### src/rtl/phy_tx_arbiter.sv
// Two-requester, slot-based word arbiter in front of a phy transmit port.
// A burst of sync words runs after reset; then at most one word is granted per slot, with round-robin on contention.
module phy_tx_arbiter #(
  parameter int unsigned WORD_PERIOD  = 16,
  parameter int unsigned SYNC_WORDS   = 4,
  parameter logic [31:0] SYNC_PATTERN = 32'hBCBC_BCBC
) (
  input  logic        clk_32f,
  input  logic        reset,
  input  logic        req_0,
  input  logic [31:0] data_0,
  input  logic        req_1,
  input  logic [31:0] data_1,
  output logic        gnt_0,
  output logic        gnt_1,
  output logic        valid_in,
  output logic [31:0] Data_in,
  output logic        link_ready,
  output logic        owner
);

  typedef enum logic [0:0] {
    ST_SYNC = 1'b0,
    ST_ARB  = 1'b1
  } state_e;

  localparam logic [7:0] LAST_SLOT = 8'(WORD_PERIOD - 1);
  localparam logic [3:0] LAST_SYNC = 4'(SYNC_WORDS - 1);

  state_e      state_q, state_d;
  logic [7:0]  slot_cnt_q, slot_cnt_d;
  logic [3:0]  sync_cnt_q, sync_cnt_d;
  logic        rr_q, rr_d;
  logic        valid_q, valid_d;
  logic [31:0] data_q, data_d;
  logic        gnt0_q, gnt0_d;
  logic        gnt1_q, gnt1_d;
  logic        link_q, link_d;
  logic        owner_q, owner_d;

  logic        slot_tick_s;
  logic        win_s;
  logic        win_id_s;

  assign slot_tick_s = (slot_cnt_q == LAST_SLOT);

  // Winner selection: a lone request wins outright, contention goes to the rr pointer
  always_comb begin
    win_s    = 1'b0;
    win_id_s = 1'b0;
    if (req_0 && req_1) begin
      win_s    = 1'b1;
      win_id_s = rr_q;
    end else if (req_0) begin
      win_s    = 1'b1;
      win_id_s = 1'b0;
    end else if (req_1) begin
      win_s    = 1'b1;
      win_id_s = 1'b1;
    end else begin
      win_s    = 1'b0;
      win_id_s = 1'b0;
    end
  end

  // Next-state and output decode; everything holds between slot ticks except the grant pulses
  always_comb begin
    state_d    = state_q;
    sync_cnt_d = sync_cnt_q;
    rr_d       = rr_q;
    valid_d    = valid_q;
    data_d     = data_q;
    gnt0_d     = 1'b0;
    gnt1_d     = 1'b0;
    link_d     = link_q;
    owner_d    = owner_q;
    if (slot_tick_s) begin
      slot_cnt_d = 8'd0;
    end else begin
      slot_cnt_d = slot_cnt_q + 8'd1;
    end

    case (state_q)
      ST_SYNC: begin
        if (slot_tick_s) begin
          valid_d    = 1'b1;
          data_d     = SYNC_PATTERN;
          sync_cnt_d = sync_cnt_q + 4'd1;
          if (sync_cnt_q == LAST_SYNC) begin
            state_d = ST_ARB;
            link_d  = 1'b1;
          end else begin
            state_d = ST_SYNC;
          end
        end else begin
          state_d = ST_SYNC;
        end
      end
      ST_ARB: begin
        if (slot_tick_s) begin
          if (win_s) begin
            valid_d = 1'b1;
            data_d  = win_id_s ? data_1 : data_0;
            owner_d = win_id_s;
            rr_d    = ~win_id_s;
            gnt0_d  = ~win_id_s;
            gnt1_d  = win_id_s;
          end else begin
            valid_d = 1'b0;
            data_d  = 32'h0000_0000;
          end
        end else begin
          state_d = ST_ARB;
        end
      end
      default: begin
        state_d = ST_SYNC;
      end
    endcase
  end

  // State and output registers, cleared asynchronously while reset is low
  always_ff @(posedge clk_32f or negedge reset) begin
    if (!reset) begin
      state_q    <= ST_SYNC;
      slot_cnt_q <= 8'd0;
      sync_cnt_q <= 4'd0;
      rr_q       <= 1'b0;
      valid_q    <= 1'b0;
      data_q     <= 32'h0000_0000;
      gnt0_q     <= 1'b0;
      gnt1_q     <= 1'b0;
      link_q     <= 1'b0;
      owner_q    <= 1'b0;
    end else begin
      state_q    <= state_d;
      slot_cnt_q <= slot_cnt_d;
      sync_cnt_q <= sync_cnt_d;
      rr_q       <= rr_d;
      valid_q    <= valid_d;
      data_q     <= data_d;
      gnt0_q     <= gnt0_d;
      gnt1_q     <= gnt1_d;
      link_q     <= link_d;
      owner_q    <= owner_d;
    end
  end

  assign gnt_0      = gnt0_q;
  assign gnt_1      = gnt1_q;
  assign valid_in   = valid_q;
  assign Data_in    = data_q;
  assign link_ready = link_q;
  assign owner      = owner_q;

endmodule

### config.mk
export PLATFORM = sky130hd
export DESIGN_NAME = phy_tx_arbiter
export DESIGN_NICKNAME = d
export VERILOG_FILES = /design/src/rtl/phy_tx_arbiter.sv
export SDC_FILE = /design/constraint.sdc
export NUM_CORES = 1
export LEC_CHECK = 0
export BUFFER_PORTS_ARGS = -buffer_cell sky130_fd_sc_hd__buf_2
export CORE_ASPECT_RATIO = 1.1
export CORE_MARGIN = 2
export CORE_UTILIZATION = 48
export DETAILED_ROUTE_END_ITERATION = 10
export PLACE_DENSITY_LB_ADDON = 0.15
export SLEW_MARGIN = 20
export SYNTH_ARGS = -nofsm -noshare
export SYNTH_HDL_FRONTEND = slang
export SYNTH_SLANG_ARGS = --single-unit
export TNS_END_PERCENT = 100
### constraint.sdc
create_clock -name clk_32f -period 4.38 [get_ports clk_32f]
set_input_delay 0.438 -clock clk_32f [delete_from_list [all_inputs] [get_ports clk_32f]]
set_output_delay 0.438 -clock clk_32f [all_outputs]
set_load 0.01 [all_outputs]
# --- Word-level counts from Yosys, hierarchy flattened ---
# Cells that the tools add are included.
totals:
  ff_bits: 51
  input_bits: 68
  output_inout_bits: 37
  wordCells: 47
classes:
  addsub: 2
  eq_ne: 4
  mux: 24
  n_bitwise: 2
  reduce_logical: 5
op_table:
  columns: ["cell", "n"]
  rows:
  - ["32-bit 2-to-1 mux", 4]
  - ["32-bit one-hot mux with 2 select lines", 1]
  - ["1-bit 2-to-1 mux", 16]
  - ["8-bit by 1-bit adder with 8-bit output (second input constant)", 1]
  - ["8-bit by 4-bit equality test with 1-bit output (second input constant)", 1]
  - ["8-bit 2-to-1 mux", 1]
  - ["3-bit AND reduction", 2]
  - ["4-bit by 1-bit adder with 4-bit output (second input constant)", 1]
  - ["4-bit by 2-bit equality test with 1-bit output (second input constant)", 1]
  - ["1-bit one-hot mux with 2 select lines", 2]
  - ["2-bit AND reduction", 2]
  - ["2-bit by 1-bit inequality test with 1-bit output (second input constant)", 1]
  - ["2-bit inequality test (second input constant)", 1]
  - ["1-bit NOT", 2]
  - ["1-bit logical AND", 1]

# --- Longest topological paths before layout ---
# Gate-level depths: netlist of run 1.
logic_depth:
  word_depth: 7
  mapped_depth: 7

# --- Least setup slack after synthesis of run 1 ---
# OpenSTA, ideal clock, no wires.
synth_timing:
  path_type: "flip-flop to flip-flop"
  start: "register slot_cnt_q[5]"
  end: "register owner_q, in the netlist owner"
  setup_ns: 0.125
  t_arrival_ns: 1.510
  required_time_ns: 4.255
  slack_ns: 2.745
  path_stages_with_launch: 5
  n_path_buf: 0
  path_cell_list: "dfrtp_1 -> or4_4 -> nor2_4 -> nand3b_2 -> mux2_4"
synth_between:
  elab_chain_len: 2
synth_lines:
  columns: ["element", "line_no", "rtl"]
  rows:
  - ["start: declaration", "31", "logic [7:0] slot_cnt_q, slot_cnt_d;"]
  - ["start signal: assignment", "137", "slot_cnt_q <= slot_cnt_d;"]
  - ["8-bit by 4-bit equality test with 1-bit output", "45", "assign slot_tick_s = (slot_cnt_q == LAST_SLOT);"]
  - ["3-bit AND reduction (no line)", null, null]
  - ["end signal: assignment", "145", "owner_q <= owner_d;"]
  - ["end: declaration", "39", "logic owner_q, owner_d;"]
# No other way between the ends.
# A chain may end at the register's enable or synchronous reset.

# --- Final worst setup path of run 1 ---
layout_timing:
  start: "register slot_cnt_q[4]"
  end: "register owner_q, in the netlist owner"
# The elaborated chain is that of the path after synthesis.

==> results of run 1 <==
==> sequential cells by signal, summed over array words and instances (netlist names) <==
| signal | cells |
|---|---|
| gnt_1 | 1 |
| state_q | 1 |
| valid_in | 1 |
| slot_cnt_q | 8 |
| link_ready | 1 |
| sync_cnt_q | 4 |
| gnt_0 | 1 |
| owner | 1 |
| Data_in | 32 |
| rr_q | 1 |
==> Yosys cell counts (2+ instances only) <==
cell type | number | share of area [%]
a21oi_1 | 20 | 4.3
a21o_1 | 3 | 0.96
o21ai_0 | 3 | 0.64
dfrtp_1 | 51 | 54
buf_12 | 2 | 1.7
clkbuf_1 | 9 | 1.4
a21boi_0 | 2 | 0.64
a31oi_1 | 22 | 5.9
nor2_1 | 25 | 4.0
buf_6 | 2 | 0.96
buf_2 | 3 | 0.64
and3_1 | 2 | 0.53
xnor2_1 | 6 | 2.2
nand3_1 | 4 | 0.85
xor2_1 | 2 | 0.75
ha_1 | 2 | 1.1
o21ai_2 | 9 | 3.4
nand2_1 | 33 | 5.3
mux2i_1 | 12 | 5.1
==> worst max-delay path by stage <==
stage,end,from,cells after the start
final,owner,slot_cnt_q[4],4
after global routing,owner,slot_cnt_q[5],4
after CTS,owner,slot_cnt_q[4],4
after detailed placement,owner,slot_cnt_q[4],4
after global placement,owner,slot_cnt_q[5],4
after floorplan,owner,slot_cnt_q[5],4
==> routing by layer <==
| layer | up-vias | GRT usage, % | wire length (um) | share of wire (%) |
|---|---|---|---|---|
| met3 | 5 | 5.065 | 318 | 6.1 |
| met4 | 0 | 6.415 | 46 | 0.88 |
| met1 | 935 | 25.32 | 2233 | 43 |
| met2 | 62 | 33.74 | 2646 | 50 |
| li1 | 984 | - | - | - |
| met5 | - | 0 | 0 | 0 |
==> per-stage QoR <==
stage	total power, mW	area, um^2	setup slack (ns)
2_1_floorplan	0.5006	2351	2.745
5_1_grt	0.8797	2989	1.627
6_report	0.8478	2989	1.800
4_1_cts	0.8514	2959	1.773
3_3_place_gp	0.5440	2856	1.809
3_5_place_dp	0.5443	2856	1.778
==> cell families (layout without fill, tap and decap cells) <==
| logic type | Yosys count | count (layout) | synth area share (%) |
|---|---|---|---|
| flops | 51 | 51 | 54.28 |
| simple gates | 74 | 74 | 14.42 |
| compound gates | 60 | 60 | 16.13 |
| mux | 14 | 14 | 6.227 |
| xor+xnor | 8 | 8 | 2.980 |
| fa+ha+maj | 2 | 2 | 1.064 |
| buf+inv | 17 | 115 | 4.896 |
==> power by group through the flow <==
stage	combinational, mW	sequential (mW)	clock [mW]
3_3_place_gp	0.0642	0.480	0
2_1_floorplan	0.0207	0.480	0
4_1_cts	0.0646	0.470	0.316
5_1_grt	0.0745	0.470	0.335
3_5_place_dp	0.0645	0.480	0
6_report	0.0661	0.470	0.311
==> critical path: stages, from the launching register on <==
cell and delay (ns):
dfrtp_1 0.43, or4_4 0.57, nor2_4 0.53, nand3b_2 0.50, mux2_4 0.43
==> layout make-up <==
| class | count | area, um^2 |
|---|---|---|
| clock buffer | 6 | 72.57 |
| clock inverter | 1 | 30.03 |
| fill | 411 | 1695 |
| inverter | 1 | 3.754 |
| multi-input combinational | 158 | 970.9 |
| sequential | 51 | 1276 |
| tap | 56 | 70.07 |
| timing repair buffer | 107 | 565.5 |
==> results.sh, run 1 <==
export IMPL_min_period_ns=2.580
export IMPL_post_route_util_pct=63.81
export IMPL_ys_seq_area_share_pct=54.28
export IMPL_drtIter0Drc=95
export IMPL_power_frac_clock_pct=36.7
export IMPL_cts_max_level=2
export IMPL_power_density_nw_per_um2=283.6
export IMPL_antenna_found_initial=0
export IMPL_dp_cells=372
export IMPL_drc=0
export IMPL_cts_tree="done"
export IMPL_p_int_mw=0.6706
export IMPL_grt_use_total_pct=20.07
export IMPL_tightest_slew_ns=0.9299
export IMPL_start_kind="flip-flop"
export IMPL_fin_nets=394
export IMPL_switchingPower_mw=0.1772
export IMPL_timing_slew_headroom_pct=38.01
export IMPL_synth_fp_nets=296
export IMPL_reg2reg_slack_ns=1.80
export IMPL_setup_tns_final_ns=0
export IMPL_via_per_inst=5.226
export IMPL_p_sw_share_pct=20.91
export IMPL_grt_first_pass_wirelength_um=8756
export IMPL_routabilityCongestion=0.8063
export IMPL_layoutNonFillerInstCount=380
export IMPL_fmax_mhz=387.6
export IMPL_rsz0062_at_grt="no"
export IMPL_portBuffers=104
export IMPL_hold_violations=0
export IMPL_path_class="reg2reg"
export IMPL_die_h_um=77.40
export IMPL_final_common_cell="buf_2"
export IMPL_cap_violations=0
export IMPL_dieArea_um2=5475
export IMPL_routedWlPerCell_um=13.80
export IMPL_async_reset_ff_share_pct=100.0
export IMPL_synth_area_um2=2351
export IMPL_finalClockSkew_ns=0.005007
export IMPL_cp_data_required_time_ns=4.57
export IMPL_peakVddDrop_mv=0.2035
export IMPL_combPwrFrac_pct=7.8
export IMPL_finalCritPeriodShare_pct=58.90
export IMPL_yosys_warnings=0
export IMPL_layout_common_cells="103 x buf_2, 51 x dfrtp_1, 33 x nand2_1, 25 x nor2_1, 22 x a31oi_1"
export IMPL_synth_edf_count=0
export IMPL_fp_dieW_um=70.73
export IMPL_cts_setup_buffers=0
export IMPL_ant_nets=0
export IMPL_clk_latency_ns=0.30
export IMPL_seq_power_share_pct=55.5
export IMPL_min_path_type="in2async"
export IMPL_clk_path_buf_depth=2
export IMPL_coreArea_um2=4684
export IMPL_io_pin_count=105
export IMPL_grt_pass1_vias=1924
export IMPL_grt_remaining_overflow=0
export IMPL_rows=26
export IMPL_power_leakage_nw=1.492
export IMPL_first_pass_iters=4
export IMPL_status="finished, final reports clean"
export IMPL_whs_ns=0.1490
export IMPL_numCtsBuffers=5
export IMPL_path_clk_slew_ns=0.09
export IMPL_ff2ff_path_depth=4
export IMPL_crit_path_end_kind="flip-flop"
export IMPL_drive_gt1_share_pct=40.12
export IMPL_arrival_ns=2.77
export IMPL_reg2reg_from="slot_cnt_q[4]"
export IMPL_antennaDiodeCount=0
export IMPL_synth_seq_cells=51
export IMPL_area_growth_syn_to_layout_pct=27.14
export IMPL_cts_resized=0
export IMPL_wl_um=5244
export IMPL_crit_fanout=29
export IMPL_postCtsHoldBufs=0
export IMPL_dp_hpwl_um=3638
export IMPL_syn_area_per_cell_um2=10.40
export IMPL_r2r_end="owner"
export IMPL_start_util_pct=50.19
export IMPL_netlist_instances=226
export IMPL_grt_max_degree=52
export IMPL_ys_types=33
export IMPL_ys_flop_type="dfrtp_1"
export IMPL_clk_root_buffer_cell="clkbuf_8"
export IMPL_clkSinkCount=51
export IMPL_report_final_slew_viol_count=0
export IMPL_vias=1986
export IMPL_setup_viol=0
Power figures use the tool's default switching activity.
==> run 2: changes to the inputs <==
- CORE_UTILIZATION: 48 -> 47
- clock period: 4.38 -> 2.5 ns (I/O delays scaled with it)
==> run 2 against run 1 <==
Net effect: the flow now finishes with violations (negative hold slack); maximum frequency grew 38%; combinational power increased by 72%; flip-flop and latch count unchanged; setup slack lost 1.2 ns; critical path type unchanged; total power increased by 71%; design area increased by 0.75%; critical endpoint is now rr_q; sequential power is 75% higher.
==> results.sh, run 2 (same netlist as run 1, synthesis figures left out) <==
export IMPL_area_growth_syn_to_layout_pct=28.10
export IMPL_whs_ns=-0.01357
export IMPL_fin_nets=400
export IMPL_io_pin_count=105
export IMPL_die_h_um=78.18
export IMPL_finalCritPeriodShare_pct=74.52
export IMPL_peakVddDrop_mv=0.4088
export IMPL_reg2reg_from="slot_cnt_q[4]"
export IMPL_hold_violations=30
export IMPL_wl_um=5376
export IMPL_postCtsHoldBufs=0
export IMPL_violations="negative hold slack"
export IMPL_largest_register_ffs=32
export IMPL_cap_violations=0
export IMPL_start_kind="flip-flop"
export IMPL_clkSinkCount=51
export IMPL_min_period_ns=1.863
export IMPL_crit_fanout=28
export IMPL_min_path_type="in2async"
export IMPL_antenna_found_initial=0
export IMPL_reg2reg_slack_ns=0.64
export IMPL_portBuffers=104
export IMPL_tightest_slew_ns=0.6982
export IMPL_fillers=416
export IMPL_dieArea_um2=5584
export IMPL_first_pass_iters=4
export IMPL_drc=0
export IMPL_cp_endpoint="rr_q"
export IMPL_path_delay_family="simple AND/OR/NAND/NOR gates"
export IMPL_arrival_ns=2.06
export IMPL_vias=1974
export IMPL_final_common_cell="buf_2"
export IMPL_layout_common_cells="104 x buf_2, 51 x dfrtp_1, 33 x nand2_1, 25 x nor2_1, 22 x a31oi_1"
export IMPL_numCtsBuffers=5
export IMPL_report_final_slew_viol_count=0
export IMPL_fmax_mhz=536.8
export IMPL_path_depth=5
export IMPL_clk_latency_ns=0.30
export IMPL_cts_max_level=2
export IMPL_cp_data_required_time_ns=2.70
export IMPL_setup_tns_final_ns=0
export IMPL_grt_remaining_overflow=0
export IMPL_routedWlPerCell_um=13.82
export IMPL_clk_path_buf_depth=2
export IMPL_drtIter0Drc=97
export IMPL_drive_gt1_share_pct=41.39
export IMPL_fp_dieW_um=71.44
export IMPL_timing_slew_headroom_pct=53.46
export IMPL_grt_pass1_vias=1919
export IMPL_worst_path_buf_inv=1
export IMPL_coreArea_um2=4898
export IMPL_cts_tree="done"
export IMPL_start_util_pct=47.99
export IMPL_clk_root_buffer_cell="clkbuf_8"
export IMPL_ff2ff_path_depth=5
export IMPL_crit_chain="or4_4, nor2_4, buf_4, a31oi_1, a41o_1"
export IMPL_power_leakage_nw=1.513
export IMPL_status="complete, but fails checks"
export IMPL_slowest_stage="or4_4"
export IMPL_grt_max_degree=33
export IMPL_critical_path_max_stage_delay_ns=0.57
export IMPL_antennaDiodeCount=0
export IMPL_grt_use_total_pct=20.99
export IMPL_cts_resized=0
export IMPL_setup_viol=0
export IMPL_r2r_end="rr_q"
export IMPL_rows=27
export IMPL_dp_hpwl_um=3911
export IMPL_path_clk_slew_ns=0.09
export IMPL_grt_first_pass_wirelength_um=9073
export IMPL_routabilityCongestion=0.7433
export IMPL_fin_ws_ns=0.6370
export IMPL_power_density_nw_per_um2=481.7
export IMPL_rsz0062_at_grt="no"
export IMPL_path_class="reg2reg"
export IMPL_crit_path_end_kind="flip-flop"
export IMPL_preCtsSetupSlack_ns=0.6432
export IMPL_post_route_util_pct=61.48
export IMPL_via_per_inst=5.075
export IMPL_ant_nets=0
export IMPL_finalClockSkew_ns=0.006730
export IMPL_critical_path_startpoint="slot_cnt_q[4]"
export IMPL_cts_setup_buffers=0
## run 2: changes by cell type in the layout (fill, tap and decap cells not counted)
cell and delta:
buf_4 +6, clkbuf_8 +2, buf_16 -1, buf_2 +1, bufinv_16 -1
## run 2: worst min path at each step
stage / endpoint / slack (ns) / cells past startpoint
finish: Data_in[20] / -0.01 / 1
global route: Data_in[25] / 0.04 / 1
CTS: sync_cnt_q[0] / 0.01 / 1
detailed placement: Data_in[0] / 0.34 / 1
global placement: Data_in[0] / 0.34 / 1
floorplan: Data_in[0] / -0.05 / 0
## run 2: layout make-up
cell class | instances | area [um^2] | area share [%]
inverter | 1 | 3.754 | 0.1246
multi-input combinational | 158 | 970.9 | 32.24
timing repair buffer | 113 | 588.1 | 19.53
clock buffer | 8 | 100.1 | 3.324
tap | 58 | 72.57 | 2.410
sequential | 51 | 1276 | 42.38
## run 2: routing by layer
metal / wire [um] / global-route usage, % / vias up / share of wire (%)
li1: - / - / 991 / -
met1: 2350 / 26.48 / 926 / 44
met2: 2712 / 35.00 / 52 / 50
met3: 246 / 5.135 / 5 / 4.6
met4: 67 / 7.358 / 0 / 1.2
met5: 0 / 0 / - / 0
## run 2: power breakdown
part / switching, mW / internal, mW / leakage, nW
clock network: 0.260 / 0.253 / 0.0515
registers: 0 / 0.824 / 0.583
logic: 0.0582 / 0.0557 / 0.878
## run 2: through the flow
step | area, um^2 | hold WS, ns | instances | total power, mW
floorplan | 2351 | -0.04559 | 226 | 0.8771
global placement | 2912 | 0.3371 | 381 | 0.9561
detailed placement | 2912 | 0.3441 | 381 | 0.9565
CTS | 3012 | 0.01120 | 389 | 1.464
global route | 3012 | 0.03697 | 389 | 1.511
finish | 3012 | -0.01357 | 389 | 1.451
==> run 3: changes to the inputs <==
- ABC_AREA: unset -> 1
- CORE_UTILIZATION: 47 -> 44
- clock period: 2.5 -> 1.5 ns (I/O delays scaled with it)
==> run 3 against run 2 <==
Net effect: the run now ends clean; flip-flop and latch count did not move; hold slack improved by 0.17 ns; wire length rose by 23%; non-clock buffer count rose by 8; design area rose by 17%; final cell count rose by 40%; first-iteration DRC count rose by 36%; area after synthesis rose by 14%; clock-buffer cell count fell by 3; critical path type unchanged; largest cell class unchanged; highest routed layer unchanged.
==> results.sh, run 3 <==
export IMPL_wl_met3_um=355
export IMPL_critical_path_max_stage_delay_ns=0.39
export IMPL_grt_first_pass_wirelength_um=10850
export IMPL_routedWlPerCell_um=12.17
export IMPL_multi_input_area_um2=1115
export IMPL_numCtsBuffers=5
export IMPL_cp_data_required_time_ns=1.75
export IMPL_hp_start="data_0[24]"
export IMPL_ys_top_cells_by_area="dfrtp_1 48%, nand2_1 14%, nand3_1 13%, inv_1 6.7%, nor2_1 4.3%"
export IMPL_synth_area_um2=2680
export IMPL_crit_path_end_kind="flip-flop"
export IMPL_arrival_ns=1.67
export IMPL_cap_violations=0
export IMPL_crit_fanout=8
export IMPL_clk_path_buf_depth=2
export IMPL_vias=2624
export IMPL_power_leakage_nw=1.985
export IMPL_grt_use_total_pct=20.49
export IMPL_path_delay_family="simple AND/OR/NAND/NOR gates"
export IMPL_status="finished, final reports clean"
export IMPL_clkSinkCount=51
export IMPL_maxUsedRoutingLayer="met4"
export IMPL_cts_tree="done"
export IMPL_ys_seq_area_share_pct=47.62
export IMPL_drc=0
export IMPL_setup_tns_final_ns=0
export IMPL_fmax_mhz=704.1
export IMPL_drtIter0Drc=132
export IMPL_synth_fp_nets=427
export IMPL_async_reset_ff_share_pct=100.0
export IMPL_syn_area_per_cell_um2=7.507
export IMPL_path_clk_slew_ns=0.10
export IMPL_antenna_found_initial=0
export IMPL_report_final_slew_viol_count=0
export IMPL_reg2reg_from="slot_cnt_q[0]"
export IMPL_finalCritPeriodShare_pct=94.68
export IMPL_drive_gt1_share_pct=29.12
export IMPL_hold_depth=5
export IMPL_cts_max_level=2
export IMPL_ant_nets=0
export IMPL_portBuffers=104
export IMPL_routabilityCongestion=0.7560
export IMPL_min_path_type="in2reg"
export IMPL_path_depth=7
export IMPL_synth_edf_count=0
export IMPL_synth_seq_cells=51
export IMPL_rows=29
export IMPL_min_period_ns=1.420
export IMPL_wl_met1_um=2784
export IMPL_worst_path_buf_inv=2
export IMPL_area_growth_syn_to_layout_pct=31.75
export IMPL_fillers=567
export IMPL_timing_slew_headroom_pct=70.43
export IMPL_synth_top_cell_by_area="dfrtp_1"
export IMPL_power_density_nw_per_um2=791.9
export IMPL_ff2ff_path_depth=7
export IMPL_layout_common_cells="104 x buf_2, 96 x nand2_1, 67 x nand3_1, 51 x dfrtp_1, 48 x inv_1"
export IMPL_first_pass_iters=4
export IMPL_peakVddDrop_mv=0.4104
export IMPL_hold_violations=0
export IMPL_crit_chain="ha_2, nand3_4, nor3_4, buf_4, clkbuf_16, nand3_1, nand2_1"
export IMPL_io_pin_count=105
export IMPL_coreArea_um2=5842
export IMPL_wl_um=6619
export IMPL_final_common_cell="buf_2"
export IMPL_dp_hpwl_um=4708
export IMPL_tightest_slew_ns=0.4435
export IMPL_grt_pass1_vias=2545
export IMPL_yosysMostFrequentCell="nand2_1"
export IMPL_synthTopCellsByCount="97 x nand2_1, 67 x nand3_1, 51 x dfrtp_1"
export IMPL_yosys_warnings=0
export IMPL_start_kind="flip-flop"
export IMPL_grt_max_degree=35
export IMPL_setup_viol=0
export IMPL_dieArea_um2=6732
export IMPL_fp_dieW_um=78.42
export IMPL_wl_met2_um=3373
export IMPL_critical_path_startpoint="slot_cnt_q[0]"
export IMPL_p_total_mw=2.796
export IMPL_largest_register_ffs=32
export IMPL_regArea_um2=1276
export IMPL_antennaDiodeCount=0
export IMPL_netlist_instances=357
export IMPL_fin_nets=536
export IMPL_die_h_um=85.86
export IMPL_ys_flop_type="dfrtp_1"
export IMPL_start_util_pct=45.88
export IMPL_ys_types=22
export IMPL_path_class="reg2reg"
export IMPL_clk_latency_ns=0.31
export IMPL_grt_remaining_overflow=0
export IMPL_slowest_stage="dfrtp_1"
export IMPL_clk_root_buffer_cell="clkbuf_8"
export IMPL_via_per_inst=4.824
export IMPL_finalClockSkew_ns=0.01099
export IMPL_synth_top_cell_area_share_pct=47.62
-- run 3: cell count changes in the layout (fill, tap and decap cells not counted), moves of 4 or more --
| cell | change |
|---|---|
| nand2_1 | +63 |
| nand3_1 | +63 |
| inv_1 | +47 |
| a31oi_1 | -22 |
| mux2i_1 | -12 |
| o21ai_2 | -9 |
| nor2_1 | +6 |
| nand4_1 | +4 |
| xnor2_1 | -4 |
-- run 3: cells by family (layout without fill, tap and decap cells) --
logic type / count (synthesis) / count (layout) / share of synthesized area (%)
AOI/OAI and AO/OA: 23 / 23 / 4.295
DFF: 51 / 51 / 47.62
and+or+nand+nor: 208 / 209 / 34.36
adders and majority gates: 2 / 2 / 0.9336
xor gates and xnor gates: 4 / 4 / 1.307
buffers and inverters: 69 / 178 / 11.48
-- run 3: routing by layer --
metal | global-route usage (%) | vias up
met3 | 4.842 | 8
met5 | 0 | -
met1 | 24.35 | 1213
met2 | 36.52 | 69
met4 | 6.858 | 0
li1 | - | 1334
-- run 3: per-stage QoR --
stage               cell area, um^2  hold slack (ns)  std cells  worst slack, ns  util [%]
global route                   3531           0.1688        544        -0.003537     60.44
finish                         3531           0.1574        544          0.07981     60.44
detailed placement             3301           0.1186        530          0.01904     56.50
floorplan                      2680          -0.1456        357           0.1566         -
CTS                            3447           0.1506        539         0.009082     59.01
global placement               3301           0.1099        530           0.1162     56.50
-- run 3: timing repair --
item / in CTS / in global routing
gates resized for setup: 0 / 3
hold endpoints to repair: 17 / 0
setup endpoints to repair: 0 / 42
buffers inserted: 0 / 2
hold buffers: 1 / 0
-- run 3: layout make-up --
| class | instances | share of cell area [%] |
|---|---|---|
| clock inverters | 3 | 1.914 |
| clock buffers | 5 | 1.949 |
| inverters | 49 | 5.209 |
| multi-input cells | 238 | 31.57 |
| well taps | 77 | 2.729 |
| repair buffers | 121 | 20.48 |
| flip-flops and latches | 51 | 36.14 |
-- run 3: final timing paths --
check / endpoint / slack (ns)
hold reg to reg: link_ready / 0.48
hold / removal: Data_in[24] / 0.16
setup / recovery: Data_in[25] / 0.08
min in group asynchronous: Data_in[3] / 0.31
max in group asynchronous: Data_in[2] / 0.66
setup reg to reg: Data_in[25] / 0.08
-- run 3: tightest hold or removal path: stages --
cell and delay, ns:
buf_2 0.07, nand2_1 0.04, nand2_1 0.05, nand3_1 0.07, nand2_1 0.05
-- run 3: where the power goes --
group          internal, mW  switching (mW)  total [mW]
logic                 0.131           0.165       0.296
clock network         0.665           0.462        1.13
registers              1.37               0        1.37
total                  2.17           0.626        2.80
